--- src/rtl/mux_pkg.sv ---
// Shared types and defaults for the streaming N-to-1 mux family.
// Consumers: rr_arbiter, mux_stream_nx1 (round-robin build option MUX_STREAM_RR_EN).
package mux_pkg;

  localparam int MUX_W_DEFAULT = 32;
  localparam int MUX_N_DEFAULT = 16;

  typedef enum logic {
    MUX_FIXED = 1'b0,
    MUX_RR    = 1'b1
  } mux_mode_e;

  typedef enum logic {
    OUT_EMPTY = 1'b0,
    OUT_FULL  = 1'b1
  } out_state_e;

endpackage

--- src/rtl/rr_arbiter.sv ---
// Rotating-priority arbiter: grants the first requester at or after ptr, wrapping modulo N.
// Used by mux_stream_nx1 only when MUX_STREAM_RR_EN is defined.
module rr_arbiter
  import mux_pkg::*;
#(
  parameter int N  = MUX_N_DEFAULT,
  parameter int SW = $clog2(N)
) (
  input  logic [N-1:0]  req,
  input  logic [SW-1:0] ptr,
  output logic [N-1:0]  gnt,
  output logic [SW-1:0] idx,
  output logic          any
);

  always_comb begin
    int unsigned cand;
    // NOTE: every output gets a default before the loop so no path leaves it unassigned (no latch).
    gnt  = '0;
    idx  = '0;
    any  = 1'b0;
    cand = 0;
    for (int unsigned k = 0; k < N; k++) begin
      // Explicit wrap keeps the search correct for non-power-of-two N.
      cand = 32'(ptr) + k;
      if (cand >= N) cand = cand - N;
      if (!any && req[cand[SW-1:0]]) begin
        any                = 1'b1;
        gnt[cand[SW-1:0]]  = 1'b1;
        idx                = cand[SW-1:0];
      end
    end
  end

endmodule

--- src/rtl/mux_stream_nx1.sv ---
// Registered N-to-1 valid/ready stream mux with fixed select and, when MUX_STREAM_RR_EN
// is defined, a round-robin mode. One output register, full throughput on drain+load.
module mux_stream_nx1
  import mux_pkg::*;
#(
  parameter int W  = MUX_W_DEFAULT,
  parameter int N  = MUX_N_DEFAULT,
  parameter int SW = $clog2(N)
) (
  input  logic           clk,
  input  logic           rst,
  input  logic [N*W-1:0] in_data,
  input  logic [N-1:0]   in_valid,
  output logic [N-1:0]   in_ready,
  input  logic [SW-1:0]  sel,
`ifdef MUX_STREAM_RR_EN
  input  logic           mode,
`endif
  output logic [W-1:0]   out_data,
  output logic [SW-1:0]  out_chan,
  output logic           out_valid,
  input  logic           out_ready,
  output logic           sel_err
);

  localparam logic [SW:0]  N_LIM = (SW+1)'(N);
  localparam logic [N-1:0] ONE   = N'(1);

  out_state_e    state_q, state_d;
  logic          load_ok, sel_ok, use_rr, grant_any, xfer;
  logic [N-1:0]  fix_gnt, gnt;
  logic          fix_any;
  logic [SW-1:0] idx;
  logic [W-1:0]  word;

  assign load_ok = (state_q == OUT_EMPTY) || out_ready;
  assign sel_ok  = ({1'b0, sel} < N_LIM);
  assign fix_gnt = sel_ok ? (ONE << sel) : '0;
  assign fix_any = |(in_valid & fix_gnt);

`ifdef MUX_STREAM_RR_EN
  logic [SW-1:0] ptr_q;
  logic [N-1:0]  rr_gnt;
  logic [SW-1:0] rr_idx;
  logic          rr_any;

  assign use_rr = (mux_mode_e'(mode) == MUX_RR);

  rr_arbiter #(.N(N), .SW(SW)) u_arb (
    .req (in_valid),
    .ptr (ptr_q),
    .gnt (rr_gnt),
    .idx (rr_idx),
    .any (rr_any)
  );

  assign gnt       = use_rr ? rr_gnt : fix_gnt;
  assign idx       = use_rr ? rr_idx : sel;
  assign grant_any = use_rr ? rr_any : fix_any;

  // Pointer advances past the winner only on a round-robin transfer; held across mode changes.
  always_ff @(posedge clk) begin
    if (rst)                 ptr_q <= '0;
    else if (xfer && use_rr) ptr_q <= (idx == SW'(N-1)) ? '0 : idx + SW'(1);
  end
`else
  assign use_rr    = 1'b0;
  assign gnt       = fix_gnt;
  assign idx       = sel;
  assign grant_any = fix_any;
`endif

  assign in_ready = (load_ok && !rst) ? gnt : '0;
  assign xfer     = grant_any && load_ok && !rst;
  assign word     = in_data[int'(idx)*W +: W];

  // State register.
  always_ff @(posedge clk) begin
    // NOTE: sequential state uses non-blocking assignments so all registers update together.
    if (rst) state_q <= OUT_EMPTY;
    else     state_q <= state_d;
  end

  // Next-state logic.
  always_comb begin
    state_d = state_q;
    if (xfer)                                     state_d = OUT_FULL;
    else if (state_q == OUT_FULL && out_ready)    state_d = OUT_EMPTY;
  end

  // Output decode.
  assign out_valid = (state_q == OUT_FULL);

  always_ff @(posedge clk) begin
    // NOTE: the data register is reset because its post-reset value of zero is observable.
    if (rst) begin
      out_data <= '0;
      out_chan <= '0;
      sel_err  <= 1'b0;
    end else begin
      if (xfer) begin
        out_data <= word;
        out_chan <= idx;
      end
      sel_err <= !use_rr && !sel_ok;
    end
  end

endmodule

--- config.mk ---
export PLATFORM = sky130hd
export DESIGN_NAME = mux_stream_nx1
export DESIGN_NICKNAME = d
export VERILOG_FILES = /design/src/rtl/mux_pkg.sv /design/src/rtl/rr_arbiter.sv /design/src/rtl/mux_stream_nx1.sv
export SDC_FILE = /design/constraint.sdc
export NUM_CORES = 1
export LEC_CHECK = 0
export BUFFER_PORTS_ARGS = -buffer_cell sky130_fd_sc_hd__buf_2
export CAP_MARGIN = 30
export CORE_AREA = 2 2 229 231
export CTS_CLUSTER_DIAMETER = 100
export DETAILED_ROUTE_END_ITERATION = 16
export DIE_AREA = 0 0 231 233
export HOLD_SLACK_MARGIN = 0.03
export SLEW_MARGIN = 20
export SYNTH_ARGS = -nofsm -noshare
export SYNTH_HDL_FRONTEND = slang
export SYNTH_SLANG_ARGS = --single-unit
--- constraint.sdc ---
create_clock -name clk -period 4.1 [get_ports clk]
set_clock_uncertainty 0.2 [all_clocks]
set_input_delay 0.205 -clock clk [delete_from_list [all_inputs] [get_ports clk]]
set_output_delay 0.205 -clock clk [all_outputs]
set_load 0.03 [all_outputs]
==> reports/metrics.yaml, run 1 <==
sta:
  slew-limit-headroom: 0.417
  setup_violations: 0
  hold_viol_final: 0
  clock.fmax_ghz: 0.314
  rsz0062_at_grt: "no"
  fin_crit_ns: 3.18
  fin_tns_setup_ns: 0
  slew_viol_final: 0
  worstMarginPinSlew_ns: 0.875
  hold_slack_ns: 0.189
  fin_crit_sh: 0.776
routing:
  ant_nets: 0
  num_vias: 6802
  wl_per_cell_um: 21.4
  drt-total-wl_um: 35300
  drt_iter0_drc: 346
  drc: 0
  firstDrtPassIters: 4
  vias_per_cell: 4.13
power:
  p_leak_uw: 0.00429
  ir_drop_mv: 0.135
  p_per_area_nw_per_um2: 200
synth:
  ys_seq_elements: 37
  ys_top_cells_by_area: "mux4_2, dfxtp_1, mux2i_1"
  synth_largest_area_cell: "mux4_2"
  yosys_most_used_dff: "dfxtp_1"
  syn_area_per_cell_um2: 13.1
  synth_edf_count: 0
  synth_nets: 948
  seq_area_frac_synth: 0.137
  ys_types: 35
  synth_top_area_frac: 0.532
  yosysWarnings: 0
  syn_inst: 413
  netlist_area_um2: 5420
  async_reset_ff_frac: 0
cells_and_area:
  area_growth_pct: 69.9
  drive_gt1_frac: 0.772
  final_area_um2: 9200
  final_util: 0.180
  final_common_cell: "buf_2"
  final_cells: 1647
  num-nets-final: 1494
  final_cell_mix: "buf_2, mux4_2, dfxtp_1"
placed_design:
  place_inst: 1631
  place_area_um2: 9040
  hpwl_um: 29700
  place_congestion: 0.839
  numPortBuffers: 587
run:
  maxCapViolCount: 0
floorplanning:
  die_w_um: 231
  fp.dieH_um: 233
  core_um2: 51100
  ios: 589
  initial_core_util: 0.106
  die_area_um2: 53800
  rows: 83
worst_hold_path:
  hold_start: "in_data[281]"
  whs_path_depth: 4
  hold_class: "primary input to register"
clock_tree:
  insertion_delay_ns: 0.31
  cts_buffer_depth: 2
  cts_tree: "yes"
  cts_setup_buffers: 0
  path_clk_slew_ns: 0.07
  post_cts_resized: 0
  cts.sinks: 37
  ctsRootBufferMaster: "clkbuf_16"
  htree_num_levels: 2
  cts_buffers: 5
  ctsHoldBuffers: 1
worst_setup_path:
  reg2reg_from: "out_valid$_SDFFE_PP0P_"
  crit_path_start_kind: "primary input"
  cp.required_ns: 4.14
  cp-end-kind: "register"
  crit_arrival_ns: 3.22
  startpoint: "sel[1]"
  r2r_cells: 5
  crit_fanout: 46
  crit_type: "primary input to register"
global_route:
  grt_pass1_wl_um: 47000
  groute.usage.overall: 0.123
  grt_max_degree: 72
  antenna_found_initial: 20
  overflow: 0
  grt_pass1_vias: 7012
status:
  outcome: "completed"
==> cell families (layout without fill, tap and decap cells) <==
| logic type | Yosys count | in the layout | synth area share |
|---|---|---|---|
| other | 1 | 8 | 0.000692 |
| buffers and inverters | 58 | 605 | 0.0564 |
| and+or+nand+nor | 77 | 77 | 0.0825 |
| muxes | 168 | 168 | 0.608 |
| AOI/OAI and AO/OA | 72 | 72 | 0.115 |
| DFF | 37 | 37 | 0.137 |
==> worst paths after layout <==
kind                               endpoint  slack (ns)
setup / recovery   out_data[5]$_SDFFE_PP0P_        0.92
setup reg to reg   out_data[5]$_SDFFE_PP0P_        2.17
hold / removal    out_data[25]$_SDFFE_PP0P_        0.19
hold reg to reg   out_data[17]$_SDFFE_PP0P_        0.27
==> registers in the layout, summed over array words and instances, names as in the netlist <==
signal     count
out_chan       4
out_data      32
out_valid      1
==> cell usage after synthesis, drive strengths merged (2+ instances only) <==
cell,n
o21ai,2
a221oi,32
and3,2
nor2,14
clkbuf,32
a22o,32
o31ai,2
nor3,6
mux4,128
nor2b,8
buf,26
mux2i,34
nand3b,3
dfxtp,37
nand2,3
nand2b,35
mux2,6
==> where the power goes <==
group          switching (uW)  internal (uW)
Sequential               28.1            405
Combinational             474            513
Clock                     199            225
Total                     701           1140
==> metal layers <==
layer / routed length, um / part of all wire / vias to the layer above / global-route usage
met1: 13200 / 0.37 / 3331 / 0.140
met2: 17400 / 0.49 / 495 / 0.215
met5: 63 / 0.0018 / - / 0
met4: 1260 / 0.036 / 10 / 0.0609
met3: 3310 / 0.094 / 59 / 0.0315
li1: - / - / 2907 / -
==> layout make-up <==
type                            count  area [um2]
Clock buffer                        6         129
Sequential cell                    37         741
Multi-Input combinational cell    318        4400
Tap cell                          680         851
Antenna cell                        7        17.5
Timing Repair Buffer              597        3060
Fill cell                        5701       41900
Clock inverter                      2        10.0
==> stage by stage <==
stage          worst slack [ns]  total power [uW]
2_1_floorplan              1.70               985
3_3_place_gp              0.697              1410
3_5_place_dp              0.588              1430
4_1_cts                   0.937              1900
5_1_grt                   0.833              1960
6_report                  0.919              1840
==> critical path, cell delays in order <==
cell and delay [ns]:
buf_4 0.50, mux2_4 0.35, a221o_1 0.36, a2111o_1 0.46
o31ai_4 0.54, buf_4 0.48, mux2i_1 0.23
Note: power is estimated with default switching activity, not from simulation.
==> run 2, diff against run 1 <==
--- a/config.mk
+++ b/config.mk
@@ -7,10 +7,10 @@
 export LEC_CHECK = 0
 export BUFFER_PORTS_ARGS = -buffer_cell sky130_fd_sc_hd__buf_2
 export CAP_MARGIN = 30
-export CORE_AREA = 2 2 229 231
+export CORE_AREA = 2 2 232 234
 export CTS_CLUSTER_DIAMETER = 100
 export DETAILED_ROUTE_END_ITERATION = 16
-export DIE_AREA = 0 0 231 233
+export DIE_AREA = 0 0 234 236
 export HOLD_SLACK_MARGIN = 0.03
 export SLEW_MARGIN = 20
 export SYNTH_ARGS = -nofsm -noshare
==> constraint.sdc (replaced) <==
create_clock -name clk -period 2.8 [get_ports clk]
set_clock_uncertainty 0.2 [all_clocks]
set_input_delay 0.14 -clock clk [delete_from_list [all_inputs] [get_ports clk]]
set_output_delay 0.14 -clock clk [all_outputs]
set_load 0.03 [all_outputs]
==> run 2 against run 1 <==
  * Power grew 47%
  * Highest routed layer unchanged
  * Via count shrank 1.2%
  * Clock power grew 41%
  * Final cell count grew 2.4%
==> reports/metrics.yaml, run 2 (same netlist as run 1, synthesis figures left out) <==
clock_tree:
  cts_setup_buffers: 0
  htree_num_levels: 2
  cts.sinks: 37
  post_cts_resized: 0
  cts_buffers: 5
  insertion_delay_ns: 0.29
  cts_buffer_depth: 2
  ctsRootBufferMaster: "clkbuf_16"
  cts_tree: "yes"
  path_clk_slew_ns: 0.06
cells_and_area:
  final_cell_mix: "buf_2, mux4_2, dfxtp_1"
  fillers: 5907
  num-nets-final: 1510
  final_common_cell: "buf_2"
  largest-register: "out_data"
  largest_register_ffs: 32
  final_area_um2: 9440
  drive_gt1_frac: 0.778
  area_growth_pct: 74.3
floorplanning:
  core_um2: 53100
  initial_core_util: 0.102
  rows: 85
  ios: 589
  fp.dieH_um: 236
  die_area_um2: 55200
  die_w_um: 234
worst_setup_path:
  cp-end-kind: "output port"
  reg2reg_to: "out_data[3]$_SDFFE_PP0P_"
  crit_path_start_kind: "primary input"
  crit_type: "primary input to output port"
  crit_arrival_ns: 2.27
  ff2ff_setup_slack_ns: 0.74
  crit_fanout: 5
  cp.required_ns: 2.46
  startpoint: "out_ready"
  reg2reg_from: "out_valid$_SDFFE_PP0P_"
  endpoint: "in_ready[1]"
  r2r_cells: 6
worst_hold_path:
  hold_class: "primary input to register"
global_route:
  antenna_found_initial: 24
  groute.usage.overall: 0.116
  overflow: 0
  grt_max_degree: 69
  grt_pass1_vias: 7183
  grt_pass1_wl_um: 45600
sta:
  slew-limit-headroom: 0.549
  slew_viol_final: 0
  hold_slack_ns: 0.142
  setup_violations: 0
  rsz0062_at_grt: "no"
  fin_crit_ns: 2.61
  fin_crit_sh: 0.933
  clock.fmax_ghz: 0.383
  worstMarginPinSlew_ns: 0.675
  hold_viol_final: 0
  fin_tns_setup_ns: 0
routing:
  vias_per_cell: 3.98
  drt_iter0_drc: 290
  ant_nets: 0
  drc: 0
  wl_per_cell_um: 20.2
  firstDrtPassIters: 4
  num_vias: 6719
  drt-total-wl_um: 34000
power:
  p_leak_uw: 0.00439
  ir_drop_mv: 0.169
  total_power_uw: 2710
  p_per_area_nw_per_um2: 288
run:
  maxCapViolCount: 0
placed_design:
  place_congestion: 0.925
  numPortBuffers: 587
  place_area_um2: 9240
  hpwl_um: 29600
status:
  outcome: "completed"
==> run 2: cell types whose count changed in the layout (fill, tap and decap cells not counted), sizes merged <==
cell,previous run,this run
buf,595,612
clkbuf,7,5
clkinv,2,0
clkinvlp,0,3
diode,7,15
==> run 2: layer usage <==
| metal | routed length [um] | global-route usage | vias up |
|---|---|---|---|
| li1 | - | - | 2942 |
| met1 | 12500 | 0.124 | 3238 |
| met2 | 16400 | 0.199 | 459 |
| met3 | 3520 | 0.0374 | 66 |
| met4 | 1490 | 0.0635 | 14 |
| met5 | 80 | 0 | - |
==> run 2: worst min path at each step <==
stage / startpoint / to / slack [ns] / depth (start not counted)
4_1_cts: in_data[287] / out_data[31]$_SDFFE_PP0P_ / 0.12 / 4
3_5_place_dp: out_ready / out_valid$_SDFFE_PP0P_ / 0.24 / 3
6_report: in_data[287] / out_data[31]$_SDFFE_PP0P_ / 0.14 / 4
3_3_place_gp: out_ready / out_valid$_SDFFE_PP0P_ / 0.24 / 3
5_1_grt: in_data[335] / out_data[15]$_SDFFE_PP0P_ / 0.15 / 4
2_1_floorplan: out_ready / out_valid$_SDFFE_PP0P_ / 0.13 / 2
==> run 2: cell type report <==
type	count	area (um2)	share of cell area
Timing Repair Buffer	613	3240	0.343
Clock buffer	5	125	0.0133
Sequential cell	37	741	0.0785
Antenna cell	15	37.5	0.00398
Tap cell	696	871	0.0923
Clock inverter	3	22.5	0.00239
Multi-Input combinational cell	318	4400	0.466
==> run 2: critical path: stages <==
cell and delay, ns:
dlygate4sd3_1 0.53, buf_2 0.10, nand2b_1 0.12, nor2b_1 0.56
nand3b_1 0.38, nor3_1 0.21, buf_2 0.23
==> run 2: power breakdown <==
part	internal (uW)	total (uW)	leakage [uW]	switching (uW)
registers	592	624	0.000304	32.0
logic	787	1490	0.00403	704
clock network	330	599	0.0000622	268
total	1710	2710	0.00439	1000
==> run 2: repair_timing <==
item | CTS | global route
hold endpoints to repair | 1 | 0
hold buffers | 1 | 0
setup endpoints to repair | 0 | 0
==> run 2: per-stage QoR <==
| step | worst slack, ns | instances | utilization |
|---|---|---|---|
| final | 0.186 | 1687 | 0.178 |
| after global routing | 0.0347 | 1684 | 0.178 |
| after CTS | 0.191 | 1672 | 0.177 |
| after detailed placement | 0.167 | 1663 | 0.174 |
| after global placement | 0.192 | 1663 | 0.174 |
| after floorplan | 0.464 | 413 | - |
